**src/rtl/pause_dim_ctrl_if.sv**
```systemverilog
// Bundles the pause/dim controller's request, status and RGB stream signals.
// Latency: none (wires only); the controller adds 1 cycle on rgb_out.
// Backpressure: none; the video stream and pause levels are free-running.
//
// Ports carried:
//   pause_btn, pause_req, osd_open, osd_pause_en, rgb_in -> into controller
//   rgb_out, pause_core, user_paused, dim_active         <- from controller
// master = the side that drives the inputs (joystick/core/testbench),
// slave  = the controller itself.
interface pause_dim_ctrl_if #(
    parameter int R_W = 3,
    parameter int G_W = 3,
    parameter int B_W = 2
);
    localparam int RGB_W = R_W + G_W + B_W;

    logic             pause_btn;
    logic             pause_req;
    logic             osd_open;
    logic             osd_pause_en;
    logic [RGB_W-1:0] rgb_in;
    logic [RGB_W-1:0] rgb_out;
    logic             pause_core;
    logic             user_paused;
    logic             dim_active;

    modport master (
        output pause_btn, pause_req, osd_open, osd_pause_en, rgb_in,
        input  rgb_out, pause_core, user_paused, dim_active
    );

    modport slave (
        input  pause_btn, pause_req, osd_open, osd_pause_en, rgb_in,
        output rgb_out, pause_core, user_paused, dim_active
    );
endinterface

```
**src/rtl/pause_dim_ctrl.sv**
```systemverilog
// Merges user/external/OSD pause into one core pause and dims RGB after a long user pause.
// Latency: pause_core combinational; rgb_out, dim_active registered (1 clk_sys cycle).
// Backpressure: none; stream is passed every cycle, no stalls.
//
// Ports:
//   clk_sys  - system clock, rising edge
//   reset    - asynchronous, active-high
//   io       - pause_dim_ctrl_if.slave: pause_btn/pause_req/osd_open/osd_pause_en/rgb_in in,
//              rgb_out/pause_core/user_paused/dim_active out
// Build option: define PAUSE_FADE_EN for a stepped fade (one bit per FADE_STEP cycles)
// instead of an immediate jump to DIM_SHIFT.
module pause_dim_ctrl #(
    parameter int                  R_W        = 3,
    parameter int                  G_W        = 3,
    parameter int                  B_W        = 2,
    parameter int                  TIMER_W    = 32,
    parameter logic [TIMER_W-1:0]  DIM_CYCLES = 'hABA9500,
    parameter int                  DIM_SHIFT  = 1,
    parameter int                  FADE_STEP  = 'h100000
) (
    input  logic             clk_sys,
    input  logic             reset,
    pause_dim_ctrl_if.slave  io
);
    localparam int         RGB_W   = R_W + G_W + B_W;
    localparam logic [2:0] DIM_LVL = 3'(DIM_SHIFT);

    if (DIM_SHIFT < 1 || DIM_SHIFT > 7 || FADE_STEP < 1) begin : g_param_check
        $error("pause_dim_ctrl: DIM_SHIFT must be 1..7 and FADE_STEP at least 1");
    end

    typedef enum logic [1:0] {
        ST_RUN    = 2'd0,
        ST_PAUSED = 2'd1,
        ST_DIMMED = 2'd2
    } state_t;

    state_t             state;
    logic               toggle;
    logic               btn_prev;
    logic [TIMER_W-1:0] timer;
    logic [2:0]         level;
    logic [RGB_W-1:0]   rgb_q;
    logic               dim_q;
    logic               rise;

`ifdef PAUSE_FADE_EN
    localparam logic [TIMER_W-1:0] FADE_LAST = TIMER_W'(FADE_STEP - 1);
    logic [TIMER_W-1:0] step_cnt;
`endif

    // Per-channel attenuation; shifting by >= channel width naturally yields 0.
    logic [R_W-1:0] r_dim;
    logic [G_W-1:0] g_dim;
    logic [B_W-1:0] b_dim;

    always_comb begin
        r_dim = io.rgb_in[RGB_W-1 -: R_W]     >> level;
        g_dim = io.rgb_in[G_W+B_W-1 -: G_W]   >> level;
        b_dim = io.rgb_in[B_W-1:0]            >> level;
    end

    assign rise = io.pause_btn & ~btn_prev;

    always_ff @(posedge clk_sys or posedge reset) begin
        if (reset) begin
            state    <= ST_RUN;
            toggle   <= 1'b0;
            // Held high so a button pressed through reset is not seen as a rise.
            btn_prev <= 1'b1;
            timer    <= '0;
            level    <= 3'd0;
            rgb_q    <= '0;
            dim_q    <= 1'b0;
`ifdef PAUSE_FADE_EN
            step_cnt <= '0;
`endif
        end else begin
            btn_prev <= io.pause_btn;
            // Output uses the level held before this edge, together with this edge's rgb_in.
            rgb_q    <= {r_dim, g_dim, b_dim};
            dim_q    <= (level != 3'd0);

            // Only the user toggle runs the idle timer; external pauses never dim.
            if (!toggle) begin
                timer <= '0;
            end else if (timer < DIM_CYCLES) begin
                timer <= timer + 1'b1;
            end

            case (state)
                ST_RUN: begin
                    if (rise) begin
                        state  <= ST_PAUSED;
                        toggle <= 1'b1;
                    end
                end
                ST_PAUSED: begin
                    // A rise takes priority over reaching the dim threshold.
                    if (rise) begin
                        state  <= ST_RUN;
                        toggle <= 1'b0;
                        timer  <= '0;
                        level  <= 3'd0;
                    end else if (timer == DIM_CYCLES) begin
                        state <= ST_DIMMED;
`ifdef PAUSE_FADE_EN
                        step_cnt <= '0;
`else
                        level <= DIM_LVL;
`endif
                    end
                end
                ST_DIMMED: begin
                    if (rise) begin
                        state  <= ST_RUN;
                        toggle <= 1'b0;
                        timer  <= '0;
                        level  <= 3'd0;
`ifdef PAUSE_FADE_EN
                    end else if (level != DIM_LVL) begin
                        if (step_cnt == FADE_LAST) begin
                            step_cnt <= '0;
                            level    <= level + 3'd1;
                        end else begin
                            step_cnt <= step_cnt + 1'b1;
                        end
`endif
                    end
                end
                default: begin
                    state  <= ST_RUN;
                    toggle <= 1'b0;
                    timer  <= '0;
                    level  <= 3'd0;
                end
            endcase
        end
    end

    assign io.rgb_out     = rgb_q;
    assign io.pause_core  = toggle | io.pause_req | (io.osd_open & io.osd_pause_en);
    assign io.user_paused = toggle;
    assign io.dim_active  = dim_q;
endmodule
```
**src/flat_wrapper.sv**
```systemverilog
// flat-port wrapper written by rule: the top's interface ports become plain ports
module pause_dim_ctrl_flat 
#(
    parameter int                  R_W        = 3,
    parameter int                  G_W        = 3,
    parameter int                  B_W        = 2,
    parameter int                  TIMER_W    = 32,
    parameter logic [TIMER_W-1:0]  DIM_CYCLES = 'hABA9500,
    parameter int                  DIM_SHIFT  = 1,
    parameter int                  FADE_STEP  = 'h100000
)
  (clk_sys, reset, io_pause_btn, io_pause_req, io_osd_open, io_osd_pause_en, io_rgb_in, io_rgb_out, io_pause_core, io_user_paused, io_dim_active);
  pause_dim_ctrl_if #(.R_W(R_W), .G_W(G_W), .B_W(B_W)) io_i ();
  input  logic clk_sys;
  input  logic reset;
  input wire logic [$bits(io_i.pause_btn)-1:0] io_pause_btn;
  input wire logic [$bits(io_i.pause_req)-1:0] io_pause_req;
  input wire logic [$bits(io_i.osd_open)-1:0] io_osd_open;
  input wire logic [$bits(io_i.osd_pause_en)-1:0] io_osd_pause_en;
  input wire logic [$bits(io_i.rgb_in)-1:0] io_rgb_in;
  output wire logic [$bits(io_i.rgb_out)-1:0] io_rgb_out;
  output wire logic [$bits(io_i.pause_core)-1:0] io_pause_core;
  output wire logic [$bits(io_i.user_paused)-1:0] io_user_paused;
  output wire logic [$bits(io_i.dim_active)-1:0] io_dim_active;
  assign io_i.pause_btn = io_pause_btn;
  assign io_i.pause_req = io_pause_req;
  assign io_i.osd_open = io_osd_open;
  assign io_i.osd_pause_en = io_osd_pause_en;
  assign io_i.rgb_in = io_rgb_in;
  assign io_rgb_out = io_i.rgb_out;
  assign io_pause_core = io_i.pause_core;
  assign io_user_paused = io_i.user_paused;
  assign io_dim_active = io_i.dim_active;
  pause_dim_ctrl #(.R_W(R_W), .G_W(G_W), .B_W(B_W), .TIMER_W(TIMER_W), .DIM_CYCLES(DIM_CYCLES), .DIM_SHIFT(DIM_SHIFT), .FADE_STEP(FADE_STEP)) u_core (.clk_sys(clk_sys), .reset(reset), .io(io_i));
endmodule
```
**config.mk**
```make
export PLATFORM = sky130hd
export DESIGN_NAME = pause_dim_ctrl_flat
export DESIGN_NICKNAME = d
export VERILOG_FILES = /design/src/rtl/pause_dim_ctrl_if.sv /design/src/rtl/pause_dim_ctrl.sv /design/src/flat_wrapper.sv
export SDC_FILE = /design/constraint.sdc
export NUM_CORES = 1
export LEC_CHECK = 0
export BUFFER_PORTS_ARGS = -buffer_cell sky130_fd_sc_hd__buf_2
export CORE_MARGIN = 2
export CORE_UTILIZATION = 45
export CTS_BUF_LIST = sky130_fd_sc_hd__clkbuf_8
export CTS_CLUSTER_DIAMETER = 150
export DETAILED_ROUTE_END_ITERATION = 10
export PLACE_DENSITY = 0.66
export SETUP_SLACK_MARGIN = 0.05
export SLEW_MARGIN = 25
export SYNTH_ARGS = -nofsm -noshare
export SYNTH_HDL_FRONTEND = slang
export SYNTH_SLANG_ARGS = --single-unit
export TNS_END_PERCENT = 100
```
**constraint.sdc**
```tcl
create_clock -name clk_sys -period 2.2 [get_ports clk_sys]
set_clock_uncertainty 0.05 [all_clocks]
set_input_delay 0.44 -clock clk_sys [delete_from_list [all_inputs] [get_ports clk_sys]]
set_output_delay 0.44 -clock clk_sys [all_outputs]
set_load 0.02 [all_outputs]
```
==> impl_metrics.yaml <==
sta:
  worstMarginPinSlew_ns: 0.444
  setup_viol: 23
  post-route-period-util_pct: 106
  worst_slack_ns: -0.122
  rsz0062_at_grt: "yes"
  report.final.slew_viol_count: 0
  max-slew-margin-rel_pct: 70.3
  hold_violations: 0
  final.setup.tns_ns: -1.73
  max_freq_mhz: 431
  whs_ns: 0.0711
  min_period_ns: 2.32
cts:
  cts_buffer_depth: 2
  clock_latency_ns: 0.31
  cts_tree: "done"
  numCtsBuffers: 5
  clkTransAtPathRegs_ns: 0.10
  clock-sinks: 46
  hold_buffers: 0
  cts-root-buf: "clkbuf_8"
  htree_levels: 2
synth:
  syn_inst: 260
  synth_area_per_cell_um2: 9.89
  synth_warnings: 0
  synth-edff-count: 0
  netlist_area_um2: 2570
  syn_nets: 280
  yosys.area.top_type: "dfrtp_1"
  async_flop_share_pct: 100
  synth.ff_latch_count: 46
  ys_seq_area_share_pct: 44.8
  synth_flop_cell: "dfrtp_1"
  synthDominantCellAreaShare_pct: 43.8
  synthTopCellsByArea: "dfrtp_1, or4_1, o31ai_1"
  yosysUniqueCellTypes: 50
  synth.most_common_cell: "dfrtp_1"
  synth_common_cells: "dfrtp_1, a21oi_1, or4_1, o31ai_1, nand2_1"
power:
  irDropWorstVdd_mv: 0.579
  p_leak_nw: 1.50
  total_power_mw: 2.00
  powerDensity_nw_per_um2: 583
setup_path:
  r2r-end: "u_core.timer[13]"
  r2r_start: "u_core.timer[30]"
  worstPathArrival_ns: 2.51
  slowest_stage: "or4_4"
  rr_worst_depth: 7
  crit_path_start_kind: "flip-flop"
  crit_fanout: 8
  endpoint_kind: "flip-flop"
  worst_path_largest_cell_delay_ns: 0.54
  worstPathCellList: "or4_4 -> buf_6 -> or4_4 -> nor2_8 -> buf_6 -> o31ai_1 -> a21oi_2"
  path_class: "reg2reg"
  reg2reg_slack_ns: -0.12
  path_delay_family: "simple AND/OR/NAND/NOR gates"
  path_buf_inv: 2
  worstPathRequired_ns: 2.39
place:
  dp_slack_ns: -0.0487
  io_buffer_count: 24
  numPlacedInstances: 387
  hpwlAfterDp_um: 4500
  gp_congestion: 0.841
  dpl-instance-area_um2: 3060
global_route:
  grt_max_degree: 30
  grtUsageTotal_pct: 21.4
  grt_pass1_vias: 2237
  overflow: 0
  grt_pass1_wl_um: 10600
  antenna_found_initial: 0
final_layout:
  antenna_cells: 0
  final_cells: 408
  fin_area_um2: 3440
  fin_util_pct: 62.4
  final_nets: 355
  syn_to_final_growth_pct: 33.7
  drive_above_1_share_pct: 40.8
route:
  firstDrtPassIters: 4
  via_count: 2380
  drt_iter0_markers: 227
  via_per_inst: 5.83
  drc: 0
  post_drt_wl_per_cell_um: 16.4
  drt_wl_total_um: 6670
  ant_nets: 0
min_path:
  hp-class: "in2async"
floorplanning:
  rows: 27
  fp.dieW_um: 79.6
  core_area_um2: 5510
  ioPinCount: 25
  fp.dieH_um: 79.6
  initial_core_util_pct: 46.7
  die-area_um2: 6330
run_status:
  outcome: "finished with violations"
  violations: "negative setup slack"
job:
  max_cap_violations: 0
power by group:
group	switching [mW]	leakage (nW)	internal (mW)
combinational	0.320	0.833	0.196
clock	0.335	0.0495	0.237
sequential	0.0309	0.616	0.887
cell type report:
type | instances | area [um2]
fillers | 456 | 2070
multi-input cells | 191 | 1410
flip-flops and latches | 46 | 1150
repair buffers | 83 | 656
well taps | 72 | 90.1
clock buffers | 5 | 68.8
inverters | 8 | 30.0
clock inverters | 3 | 26.3
layout by cell type (no fill, tap or decap), types with 6 or more instances in the layout:
master	instances
nor2_1	6
a21oi_1	18
o31ai_1	18
inv_1	6
nand4_1	8
nand3_1	14
buf_4	50
nand2_1	20
or4_1	15
or4_4	10
a21oi_2	7
buf_2	24
dfrtp_1	45
how the worst max path moves through the flow:
stage | startpoint | end | slack (ns) | depth (start not counted)
after floorplan | u_core.timer[16] | u_core.timer[10] | 0.02 | 7
after global placement | u_core.timer[30] | u_core.timer[22] | -0.01 | 5
after detailed placement | u_core.timer[30] | u_core.timer[6] | -0.05 | 5
after CTS | u_core.timer[30] | u_core.timer[18] | -0.06 | 5
after global routing | u_core.timer[30] | u_core.timer[15] | -0.18 | 5
final | u_core.timer[30] | u_core.timer[13] | -0.12 | 7
kinds of logic after synthesis:
family / Yosys count / synth area share (%)
adder cells (fa/ha/maj): 6 / 2.92
AO/OA/AOI/OAI: 70 / 18.1
flip-flops: 46 / 44.8
buffers and inverters: 23 / 4.82
multiplexers: 6 / 2.58
AND/OR/NAND/NOR: 109 / 26.8
metal layers:
layer	share of wire, %	wire length, um	vias to the layer above	GRT usage, %
met3	5.1	341	9	4.41
met5	0	0	-	0
met1	46	3050	1152	31.0
li1	-	-	1152	-
met2	48	3210	67	32.9
met4	1.1	73	0	4.83
repair_timing:
action | in CTS | in global routing
setup endpoints to repair | 25 | 27
buffers inserted | 3 | 9
resized for setup | 9 | 26
pin swaps | 5 | 11
gates cloned | 0 | 3
registers in the layout (all words and copies together) (netlist names):
| signal | count |
|---|---|
| u_core.btn_prev | 1 |
| u_core.timer | 32 |
| u_core.io.rgb_out | 8 |
| u_core.level | 1 |
| u_core.io.dim_active | 1 |
| u_core.io.user_paused | 1 |
| u_core.state | 2 |
(Power assumes the default switching activity.)
